### config.mk
export PLATFORM = sky130hd
export DESIGN_NAME = pipe_hazard_ctrl
export DESIGN_NICKNAME = d
export VERILOG_FILES = /design/src/rtl/cpu_pkg.sv /design/src/rtl/hazard_decode.sv /design/src/rtl/pipe_hazard_ctrl.sv
export SDC_FILE = /design/constraint.sdc
export NUM_CORES = 1
export LEC_CHECK = 0
export ABC_AREA = 1
export CORE_MARGIN = 5
export CORE_UTILIZATION = 45
export DETAILED_ROUTE_END_ITERATION = 10
export PLACE_DENSITY_LB_ADDON = 0.3
export SETUP_SLACK_MARGIN = 0.4
export SKIP_LAST_GASP = 1
export SLEW_MARGIN = 30
export SYNTH_ARGS = -nofsm -noshare
export SYNTH_HDL_FRONTEND = slang
export SYNTH_HIERARCHICAL = 1
export SYNTH_SLANG_ARGS = --single-unit
export TNS_END_PERCENT = 10
### constraint.sdc
create_clock -name clock -period 1.5 [get_ports clock]
set_input_delay 0.15 -clock clock [delete_from_list [all_inputs] [get_ports clock]]
set_output_delay 0.15 -clock clock [all_outputs]
set_load 0.1 [all_outputs]
### src/rtl/cpu_pkg.sv
// Shared definitions for the 16-bit, 5-stage CPU: opcodes, field widths and
// the hazard-controller FSM encodings.
package cpu_pkg;

    localparam int REGW = 2;
    localparam int OPW  = 4;

    localparam logic [OPW-1:0] OP_ADD  = 4'b0000;
    localparam logic [OPW-1:0] OP_SUB  = 4'b0001;
    localparam logic [OPW-1:0] OP_AND  = 4'b0010;
    localparam logic [OPW-1:0] OP_OR   = 4'b0011;
    localparam logic [OPW-1:0] OP_XOR  = 4'b0100;
    localparam logic [OPW-1:0] OP_SLL  = 4'b0101;
    localparam logic [OPW-1:0] OP_SLT  = 4'b0110;
    localparam logic [OPW-1:0] OP_ADDI = 4'b0111;
    localparam logic [OPW-1:0] OP_LW   = 4'b1000;
    localparam logic [OPW-1:0] OP_SW   = 4'b1001;
    localparam logic [OPW-1:0] OP_BEQ  = 4'b1010;
    localparam logic [OPW-1:0] OP_BNE  = 4'b1011;

    typedef enum logic [1:0] {
        ST_RUN   = 2'd0,
        ST_STALL = 2'd1,
        ST_FLUSH = 2'd2,
        ST_HALT  = 2'd3
    } state_t;

    typedef enum logic {
        DEST_RD = 1'b0,
        DEST_RT = 1'b1
    } dest_sel_t;

endpackage

### src/rtl/hazard_decode.sv
// Register-usage decode of an opcode: which source fields are read, whether
// a register is written, and which field names the destination.
module hazard_decode
    import cpu_pkg::*;
(
    input  logic [OPW-1:0] op,
    output logic           reads_rs,
    output logic           reads_rt,
    output logic           writes,
    output dest_sel_t      dest_sel
);

    always_comb begin
        reads_rs = 1'b0;
        reads_rt = 1'b0;
        writes   = 1'b0;
        dest_sel = DEST_RD;
        if (op <= OP_SLT) begin
            reads_rs = 1'b1;
            reads_rt = 1'b1;
            writes   = 1'b1;
        end else if (op == OP_ADDI || op == OP_LW) begin
            reads_rs = 1'b1;
            writes   = 1'b1;
            dest_sel = DEST_RT;
        end else if (op == OP_SW || op == OP_BEQ || op == OP_BNE) begin
            reads_rs = 1'b1;
            reads_rt = 1'b1;
        end
    end

endmodule

### src/rtl/pipe_hazard_ctrl.sv
// Hazard/sequencing controller: RAW scoreboard stalls, branch squash, halt drain.
// Optional HAZ_STATS_EN adds saturating stall_cnt / flush_cnt outputs.
module pipe_hazard_ctrl
    import cpu_pkg::*;
#(
    parameter int REGW  = cpu_pkg::REGW,
    parameter int OPW   = cpu_pkg::OPW,
    parameter int DEPTH = 3
) (
    input  logic            clock,
    input  logic            reset_n,
    input  logic            id_valid,
    input  logic [OPW-1:0]  id_op,
    input  logic [REGW-1:0] id_rs,
    input  logic [REGW-1:0] id_rt,
    input  logic [REGW-1:0] id_rd,
    input  logic            branch_taken,
    input  logic            halt_req,
    output logic            pc_hold,
    output logic            ifid_hold,
    output logic            idex_bubble,
    output logic            ifid_flush,
    output logic            exmem_flush,
    output logic            halt_ack,
    output logic [1:0]      state
`ifdef HAZ_STATS_EN
    ,
    output logic [15:0]     stall_cnt,
    output logic [15:0]     flush_cnt
`endif
);

    logic            reads_rs;
    logic            reads_rt;
    logic            writes;
    dest_sel_t       dest_sel;
    logic [REGW-1:0] dest;
    logic            hazard;
    logic            issue;
    logic [DEPTH-1:0] rs_hit;
    logic [DEPTH-1:0] rt_hit;
    logic [DEPTH-1:0] sb_valid_reg;
    logic [DEPTH-1:0] sb_valid_next;
    logic [REGW-1:0]  sb_dest_reg  [DEPTH];
    logic [REGW-1:0]  sb_dest_next [DEPTH];
    state_t          state_reg;
    state_t          state_next;

    hazard_decode u_decode (
        .op       (id_op),
        .reads_rs (reads_rs),
        .reads_rt (reads_rt),
        .writes   (writes),
        .dest_sel (dest_sel)
    );

    assign dest   = (dest_sel == DEST_RT) ? id_rt : id_rd;
    assign hazard = id_valid && ((reads_rs && id_rs != '0 && |rs_hit) ||
                                 (reads_rt && id_rt != '0 && |rt_hit));
    assign issue  = id_valid && !branch_taken && !halt_req && !hazard;

    // Entry 0 is EX, entry DEPTH-1 is WB; a taken branch squashes what is in EX.
    generate
        for (genvar gi = 0; gi < DEPTH; gi++) begin : g_sb
            assign rs_hit[gi] = sb_valid_reg[gi] && (sb_dest_reg[gi] == id_rs);
            assign rt_hit[gi] = sb_valid_reg[gi] && (sb_dest_reg[gi] == id_rt);

            if (gi == 0) begin : g_ex
                assign sb_valid_next[gi] = issue && writes && (dest != '0);
                assign sb_dest_next[gi]  = issue ? dest : '0;
            end else if (gi == 1) begin : g_mem
                assign sb_valid_next[gi] = sb_valid_reg[gi-1] && !branch_taken;
                assign sb_dest_next[gi]  = sb_dest_reg[gi-1];
            end else begin : g_late
                assign sb_valid_next[gi] = sb_valid_reg[gi-1];
                assign sb_dest_next[gi]  = sb_dest_reg[gi-1];
            end

            always_ff @(negedge clock or negedge reset_n) begin
                if (!reset_n) begin
                    sb_valid_reg[gi] <= 1'b0;
                    sb_dest_reg[gi]  <= '0;
                end else begin
                    sb_valid_reg[gi] <= sb_valid_next[gi];
                    sb_dest_reg[gi]  <= sb_dest_next[gi];
                end
            end
        end
    endgenerate

    always_ff @(negedge clock or negedge reset_n) begin
        if (!reset_n) begin
            state_reg <= ST_RUN;
        end else begin
            state_reg <= state_next;
        end
    end

    always_comb begin
        state_next  = ST_RUN;
        pc_hold     = 1'b0;
        idex_bubble = 1'b0;
        ifid_flush  = 1'b0;
        exmem_flush = 1'b0;
        if (branch_taken) begin
            idex_bubble = 1'b1;
            ifid_flush  = 1'b1;
            exmem_flush = 1'b1;
            state_next  = ST_FLUSH;
        end else if (halt_req) begin
            pc_hold     = 1'b1;
            idex_bubble = 1'b1;
            // Halted once nothing remains in flight after this edge.
            state_next  = (sb_valid_next == '0) ? ST_HALT : ST_RUN;
        end else if (hazard) begin
            pc_hold     = 1'b1;
            idex_bubble = 1'b1;
            state_next  = ST_STALL;
        end
    end

    assign ifid_hold = pc_hold;
    assign halt_ack  = (state_reg == ST_HALT) && halt_req && !branch_taken;
    assign state     = state_reg;

`ifdef HAZ_STATS_EN
    logic [15:0] stall_cnt_reg;
    logic [15:0] flush_cnt_reg;

    always_ff @(negedge clock or negedge reset_n) begin
        if (!reset_n) begin
            stall_cnt_reg <= '0;
            flush_cnt_reg <= '0;
        end else begin
            if (hazard && !branch_taken && !halt_req && stall_cnt_reg != 16'hFFFF)
                stall_cnt_reg <= stall_cnt_reg + 16'd1;
            if (branch_taken && flush_cnt_reg != 16'hFFFF)
                flush_cnt_reg <= flush_cnt_reg + 16'd1;
        end
    end

    assign stall_cnt = stall_cnt_reg;
    assign flush_cnt = flush_cnt_reg;
`endif

endmodule

==> impl_metrics.yaml, run 1 <==
placed_design:
  hpwlAfterDp_um: 1620
  io_buffers: 22
  placement.setup.worst_slack_ns: -1.02
  gpl.final_weighted_congestion: 0.883
  placedCellCount: 170
  postPlaceCellArea_um2: 1190
routing:
  drc_errors: 0
  dr.first_iter.drc_count: 43
  num_vias: 864
  first_pass_iters: 4
  wl_per_cell_um: 12.3
  route.antenna.remaining_nets: 0
  route.final.wire_length_um: 2210
  post_detailed_route_via_to_cell_ratio: 4.83
synthesis:
  number_of_register_bits_inferred_by_synthesis: 11
  synth_seq_area_share_pct: 37.5
  mapped_area_um2: 734
  synth_fp_nets: 130
  synth_cell_type_count: 16
  ys_warn_count: 6
  syn_avg_cell_area_um2: 6.39
  synth_cells: 115
sta:
  max-slew-margin-rel_pct: 86.1
  finalSetupViolations: 11
  timing.final.max_slew_violations: 0
  timing.hold.ws_ns: 0.391
  fin_ws_ns: -1.18
  setup_repair_after_global_routing_missed_its_margin: "true"
  tightest_pin_transition_ns: 0.207
  clock_skew_ns: 0.00230
  hold_viol_final: 0
clocking:
  clk-insertion-delay-late_ns: 0.27
  tritoncts: "yes"
  clock-sinks: 11
  cts_htree_levels: 1
  post_cts_hold_buffer_count: 0
  clockBufferDepth: 2
  cts.root.buffer_cell: "sky130_fd_sc_hd__clkbuf_4"
  cts.clk_slew.worst_paths_ns: 0.05
  number_of_cts_inserted_buffers: 3
global_routing:
  grt_pass1_wl_um: 3490
  vias_in_the_first_global_route: 840
  grt_antenna_before_repair: 0
  track_usage_pct: 17.6
  pin_count_of_the_biggest_net_entering_global_routing: 12
  grt_overflow_total: 0
critical_path:
  timing.setup.critical_path_class: "register to output pin"
  end_point_of_the_critical_path: "pc_hold"
  regToRegSetupSlack_ns: 0.02
  worstReg2RegEnd: "state[0]"
  crit_chain: "inv_2 -> a21oi_1 -> nand3_1 -> nand3_1 -> nand2_2 -> nand2_2 -> nand2_2 -> nand2_2 -> nand2_4 -> clkinvlp_4 -> buf_12"
  startpoint: "sb_dest_next[2]"
  worstSetupEndpointType: "output pin"
  timing.critical_path.fanout_max: 3
  cell_repeated_most_along_the_worst_path: "sky130_fd_sc_hd__nand2_2"
  rr_worst_depth: 11
  timing.critical_path.required_ns: 1.35
  max_stage_delay_ns: 0.47
  start_kind: "register"
  timing.rr.start: "sb_dest_next[2]"
  critical_path_arrival_ns: 2.53
  slowest_cell_on_the_critical_path: "sky130_fd_sc_hd__dfrtn_1"
die:
  starting_utilization_of_the_core_area_pct: 48.2
  floorplan.die_area_um2: 2540
  num_rows: 14
  die_height_um: 50.4
  die_w_um: 50.4
  io-pin-count: 23
  design.core.area_um2: 1520
power:
  power_uw: 853
  clock_power_share_pct: 23.9
  seqPwrFrac_pct: 37.1
  power-per-cell-area_nw_per_um2: 655
  power.internal_uw: 559
  swShare_pct: 34.4
  peakVddDrop_v: 0.000446
  power.combinational.fraction_pct: 39.0
  power.net_switching_uw: 294
  leakage_power_total_nw: 0.687
layout:
  layout.cells.most_common_list: "sky130_fd_sc_hd__nand2_1, sky130_fd_sc_hd__buf_4, sky130_fd_sc_hd__inv_1"
  post_route_cells_drive_above_1_share_pct: 35.0
  final_design_area_no_fill_um2: 1300
  multi_input_area_um2: 399
  layout_commonest_cell: "sky130_fd_sc_hd__nand2_1"
  regArea_um2: 275
  instances_no_fill: 179
  largest_register_ff_count: 4
  area_growth_syn_to_layout_pct: 77.3
  nFillCells: 91
  finalNetCount: 179
  antenna_cells_inserted: 0
status:
  status: "complete, but fails checks"
  violations: "setup timing"
worst_hold_path:
  hold_wc_path_type: "register to register"
  hold_path_startpoint: "sb_dest_next[1]"
flow_run:
  timing.max_cap.violations: 0
## cell usage after synthesis
cell type	number	share of area [%]
sky130_fd_sc_hd__or2_0	1	0.85
sky130_fd_sc_hd__inv_2	2	1.0
sky130_fd_sc_hd__buf_4	3	3.1
sky130_fd_sc_hd__o21a_1	4	4.1
sky130_fd_sc_hd__nand2_2	2	1.7
sky130_fd_sc_hd__a21oi_2	1	1.2
sky130_fd_sc_hd__nand4_1	1	0.85
sky130_fd_sc_hd__xnor2_1	1	1.2
sky130_fd_sc_hd__o21ai_1	1	0.68
sky130_fd_sc_hd__nor2_1	9	4.6
sky130_fd_sc_hd__dfrtn_1	11	37
sky130_fd_sc_hd__nand2_1	42	21
sky130_fd_sc_hd__nand3_1	11	7.5
sky130_fd_sc_hd__o21ai_0	1	0.68
sky130_fd_sc_hd__a21oi_1	5	3.4
sky130_fd_sc_hd__inv_1	20	10
## cell families (layout without fill, tap and decap cells)
family                 count (synthesis)  in the layout  synth area share [%]
buffers and inverters                 25             73                  14.3
AO/OA/AOI/OAI                         12             12                  10.0
XOR/XNOR                               1              1                  1.19
AND/OR/NAND/NOR                       66             66                  37.0
flip-flops                            11             11                  37.5
## critical path: cells and delay by family (launching register included)
family                 cells  cell delay [ns]
AND/OR/NAND/NOR            7             0.54
flip-flops                 1             0.47
AO/OA/AOI/OAI              1             0.15
buffers and inverters      3             0.34
## how the worst min path moves through the flow
stage	endpoint	cells after the start
floorplan	sb_dest_next[0]	0
CTS	sb_dest_next[1]	0
finish	sb_dest_reg[1]	0
global route	sb_dest_next[0]	0
detailed placement	sb_dest_next[1]	0
global placement	sb_dest_reg[0]	0
## metal layers
| layer | part of all wire, % | track usage (%) | vias to the layer above |
|---|---|---|---|
| met5 | 0 | 0 | - |
| met2 | 50 | 29.9 | 27 |
| li1 | - | - | 447 |
| met1 | 43 | 20.7 | 386 |
| met3 | 5.5 | 3.85 | 4 |
| met4 | 1.5 | 8.51 | 0 |
## through the flow
| step | utilization (%) | TNS, ns |
|---|---|---|
| after floorplan | - | -6.18 |
| after global placement | 78.3 | -7.38 |
| after detailed placement | 78.3 | -7.86 |
| after CTS | 81.5 | -8.01 |
| after global routing | 85.5 | -9.02 |
| final | 85.5 | -8.09 |
## power by group through the flow
stage	clock network, mW	registers (mW)	logic [mW]
after floorplan	0	0.345	0.132
after global placement	0	0.321	0.306
after detailed placement	0	0.321	0.313
after CTS	0.209	0.316	0.319
after global routing	0.227	0.318	0.353
final	0.204	0.317	0.332
## final cells by class
| cell class | instances | area share [%] |
|---|---|---|
| timing repair buffer | 47 | 38.0 |
| multi-input combinational | 79 | 30.6 |
| sequential | 11 | 21.1 |
| inverter | 22 | 6.63 |
| clock buffer | 4 | 2.02 |
| tap | 16 | 1.54 |
## timing repair
item | in CTS | in global routing
setup endpoints to repair | 14 | 14
pin swaps | 6 | 11
setup buffers | 3 | 2
resized for setup | 1 | 16
Power figures use the tool's default switching activity.
==> inputs of run 2 (changes only) <==
--- a/config.mk
+++ b/config.mk
@@ -5,9 +5,9 @@
 export SDC_FILE = /design/constraint.sdc
 export NUM_CORES = 1
 export LEC_CHECK = 0
-export ABC_AREA = 1
+export CAP_MARGIN = 5
 export CORE_MARGIN = 5
-export CORE_UTILIZATION = 45
+export CORE_UTILIZATION = 44
 export DETAILED_ROUTE_END_ITERATION = 10
 export PLACE_DENSITY_LB_ADDON = 0.3
 export SETUP_SLACK_MARGIN = 0.4
==> impl_metrics.yaml, run 2 <==
die:
  design.core.area_um2: 1540
  die_height_um: 50.6
  num_rows: 14
  die_w_um: 50.6
  floorplan.die_area_um2: 2560
  starting_utilization_of_the_core_area_pct: 47.0
  io-pin-count: 23
critical_path:
  timing.rr.start: "sb_dest_next[2]"
  timing.critical_path.required_ns: 1.35
  timing.critical_path.fanout_max: 5
  worstSetupEndpointType: "output pin"
  critical_path_arrival_ns: 2.69
  slowest_cell_on_the_critical_path: "sky130_fd_sc_hd__dfrtn_1"
  regToRegSetupSlack_ns: -0.04
  start_kind: "register"
  max_stage_delay_ns: 0.49
  worstReg2RegEnd: "state[0]"
  crit_chain: "xnor2_1 -> a31oi_1 -> o22a_2 -> nand2_2 -> o31a_4 -> buf_12"
  rr_worst_depth: 5
  timing.setup.critical_path_class: "register to output pin"
power:
  swShare_pct: 33.1
  power.combinational.fraction_pct: 35.9
  power-per-cell-area_nw_per_um2: 665
  seqPwrFrac_pct: 38.6
  leakage_power_total_nw: 0.522
  clock_power_share_pct: 25.4
  power.internal_uw: 548
  peakVddDrop_v: 0.000444
  power.net_switching_uw: 272
  power_uw: 820
synthesis:
  dominantRegCellSynth: "sky130_fd_sc_hd__dfrtn_1"
  ys_warn_count: 6
  synth.top_cells.by_count: "sky130_fd_sc_hd__nand2_1, sky130_fd_sc_hd__dfrtn_1, sky130_fd_sc_hd__a31oi_1, sky130_fd_sc_hd__nor2_1, sky130_fd_sc_hd__xnor2_1"
  synth-async-reset-ratio_pct: 100
  synthMostInstantiatedCell: "sky130_fd_sc_hd__nand2_1"
  synth_largest_type_area_fraction_pct: 38.0
  synth_seq_area_share_pct: 38.0
  synthTopCellsByArea: "sky130_fd_sc_hd__dfrtn_1, sky130_fd_sc_hd__xnor2_1, sky130_fd_sc_hd__nand2_1, sky130_fd_sc_hd__a31oi_1, sky130_fd_sc_hd__mux2i_1"
  syn_avg_cell_area_um2: 9.29
  synth_cell_type_count: 28
  number_of_register_bits_inferred_by_synthesis: 11
  number_of_enable_flip_flop_cells_after_synthesis: 0
  mapped_area_um2: 724
  synth_cells: 78
  synth_fp_nets: 93
  post_synthesis_cell_type_with_the_largest_combined_area: "sky130_fd_sc_hd__dfrtn_1"
flow_run:
  timing.max_cap.violations: 0
placed_design:
  hpwlAfterDp_um: 1620
  placement.setup.worst_slack_ns: -1.06
  placedCellCount: 127
  postPlaceCellArea_um2: 1170
  io_buffers: 22
  gpl.final_weighted_congestion: 0.863
routing:
  route.layer.met1.wl_um: 813
  first_pass_iters: 4
  post_detailed_route_via_to_cell_ratio: 5.74
  met3_wirelength_um: 115
  route.final.wire_length_um: 2070
  topRoutingLayerUsed: "met4"
  drc_errors: 0
  wl_met2_um: 1100
  wl_per_cell_um: 15.4
  dr.first_iter.drc_count: 16
  route.antenna.remaining_nets: 0
  num_vias: 769
sta:
  clock_skew_ns: 0.00654
  tightest_pin_transition_ns: 0.355
  finalSetupViolations: 10
  setup_repair_after_global_routing_missed_its_margin: "true"
  fin_ws_ns: -1.34
  hold_viol_final: 0
  timing.final.max_slew_violations: 0
  max-slew-margin-rel_pct: 76.0
layout:
  post-route-util_pct: 80.0
  regArea_um2: 275
  area_growth_syn_to_layout_pct: 70.3
  layout.cells.most_common_list: "sky130_fd_sc_hd__buf_4, sky130_fd_sc_hd__clkdlybuf4s50_1, sky130_fd_sc_hd__nand2_1"
  finalNetCount: 134
  final_design_area_no_fill_um2: 1230
  nFillCells: 94
  layout_commonest_cell: "sky130_fd_sc_hd__buf_4"
  largest_register_ff_count: 4
  instances_no_fill: 134
  multi_input_area_um2: 445
  post_route_cells_drive_above_1_share_pct: 36.4
  antenna_cells_inserted: 0
clocking:
  cts.clk_slew.worst_paths_ns: 0.06
  clockBufferDepth: 2
  number_of_cts_inserted_buffers: 3
  cts.root.buffer_cell: "sky130_fd_sc_hd__clkbuf_4"
  cts_htree_levels: 1
  tritoncts: "yes"
  clock-sinks: 11
  clk-insertion-delay-late_ns: 0.28
global_routing:
  grt_antenna_before_repair: 0
  pin_count_of_the_biggest_net_entering_global_routing: 12
  grt_overflow_total: 0
  grt_pass1_wl_um: 3350
  vias_in_the_first_global_route: 757
  track_usage_pct: 17.3
worst_hold_path:
  hold_wc_path_type: "register to register"
  holdPathEnd: "sb_dest_next[0]"
  hold_path_startpoint: "sb_dest_next[2]"
  holdPathStages: 0
status:
  violations: "setup timing"
  status: "complete, but fails checks"
## run 2: cell types whose count changed after synthesis, sizes merged, moves of 3 or more
cell and delta:
a21oi -6, a31oi +7, and4bb +3, inv -21, mux2i +3, nand2 -31
nand3 -9, nor2 -3, nor4 +3, nor4bb +3, o21a -4, xnor2 +5
## run 2: repair_timing
item / in CTS / in global routing
pin swaps: 3 / 0
hold buffers: 0 / 0
resized for setup: 1 / 1
buffers inserted: 1 / 2
setup endpoints to repair: 14 / 14
## run 2: worst max-delay path by stage
stage                     cells past startpoint  slack, ns               to            start
final                                         6      -1.34          pc_hold  sb_dest_next[2]
after global routing                          6      -1.43        ifid_hold  sb_dest_next[0]
after CTS                                     6      -1.35          pc_hold  sb_dest_next[0]
after detailed placement                      7      -1.06      idex_bubble  sb_dest_next[3]
after global placement                        6      -1.06  sb_valid_reg[0]         id_op[1]
after floorplan                               6      -1.11          pc_hold  sb_dest_next[0]
## run 2: power groups by stage
stage	logic (mW)	registers [mW]	clock network (mW)
6_report	0.295	0.317	0.209
5_1_grt	0.309	0.318	0.228
4_1_cts	0.292	0.317	0.213
3_5_place_dp	0.290	0.322	0
3_3_place_gp	0.284	0.322	0
2_1_floorplan	0.135	0.340	0
## run 2: logic make-up after synthesis
kind of cell              Yosys count  synth area share [%]
AOI/OAI and AO/OA                  15                  16.4
DFF                                11                  38.0
buffers and inverters               7                  5.53
xor gates and xnor gates            6                  7.25
and+or+nand+nor                    36                  28.7
muxes                               3                  4.15
## run 2: area by class of cell
type                    instances  share of cell area [%]
inverters                       1                   0.304
flip-flops and latches         11                    22.3
clock buffers                   4                    2.13
well taps                      16                    1.62
multi-input cells              60                    36.1
repair buffers                 42                    37.5
## run 2: worst max-delay path, delay by kind of cell, from the launching register on
| family | cells | cell delay, ns |
|---|---|---|
| AOI/OAI and AO/OA | 3 | 0.80 |
| DFF | 1 | 0.49 |
| buffers and inverters | 1 | 0.17 |
| xor gates and xnor gates | 1 | 0.10 |
| and+or+nand+nor | 1 | 0.09 |
## run 2: per-layer routing
layer | GRT usage (%) | vias up
met5 | 0 | -
met4 | 8.94 | 0
met3 | 2.66 | 4
met2 | 29.8 | 30
met1 | 20.4 | 364
li1 | - | 371
## run 2: per-stage QoR
| stage | TNS, ns | hold slack (ns) |
|---|---|---|
| floorplan | -6.92 | 0.354 |
| global placement | -7.93 | 0.407 |
| detailed placement | -8.12 | 0.422 |
| CTS | -8.27 | 0.421 |
| global route | -9.08 | 0.450 |
| finish | -8.36 | 0.428 |
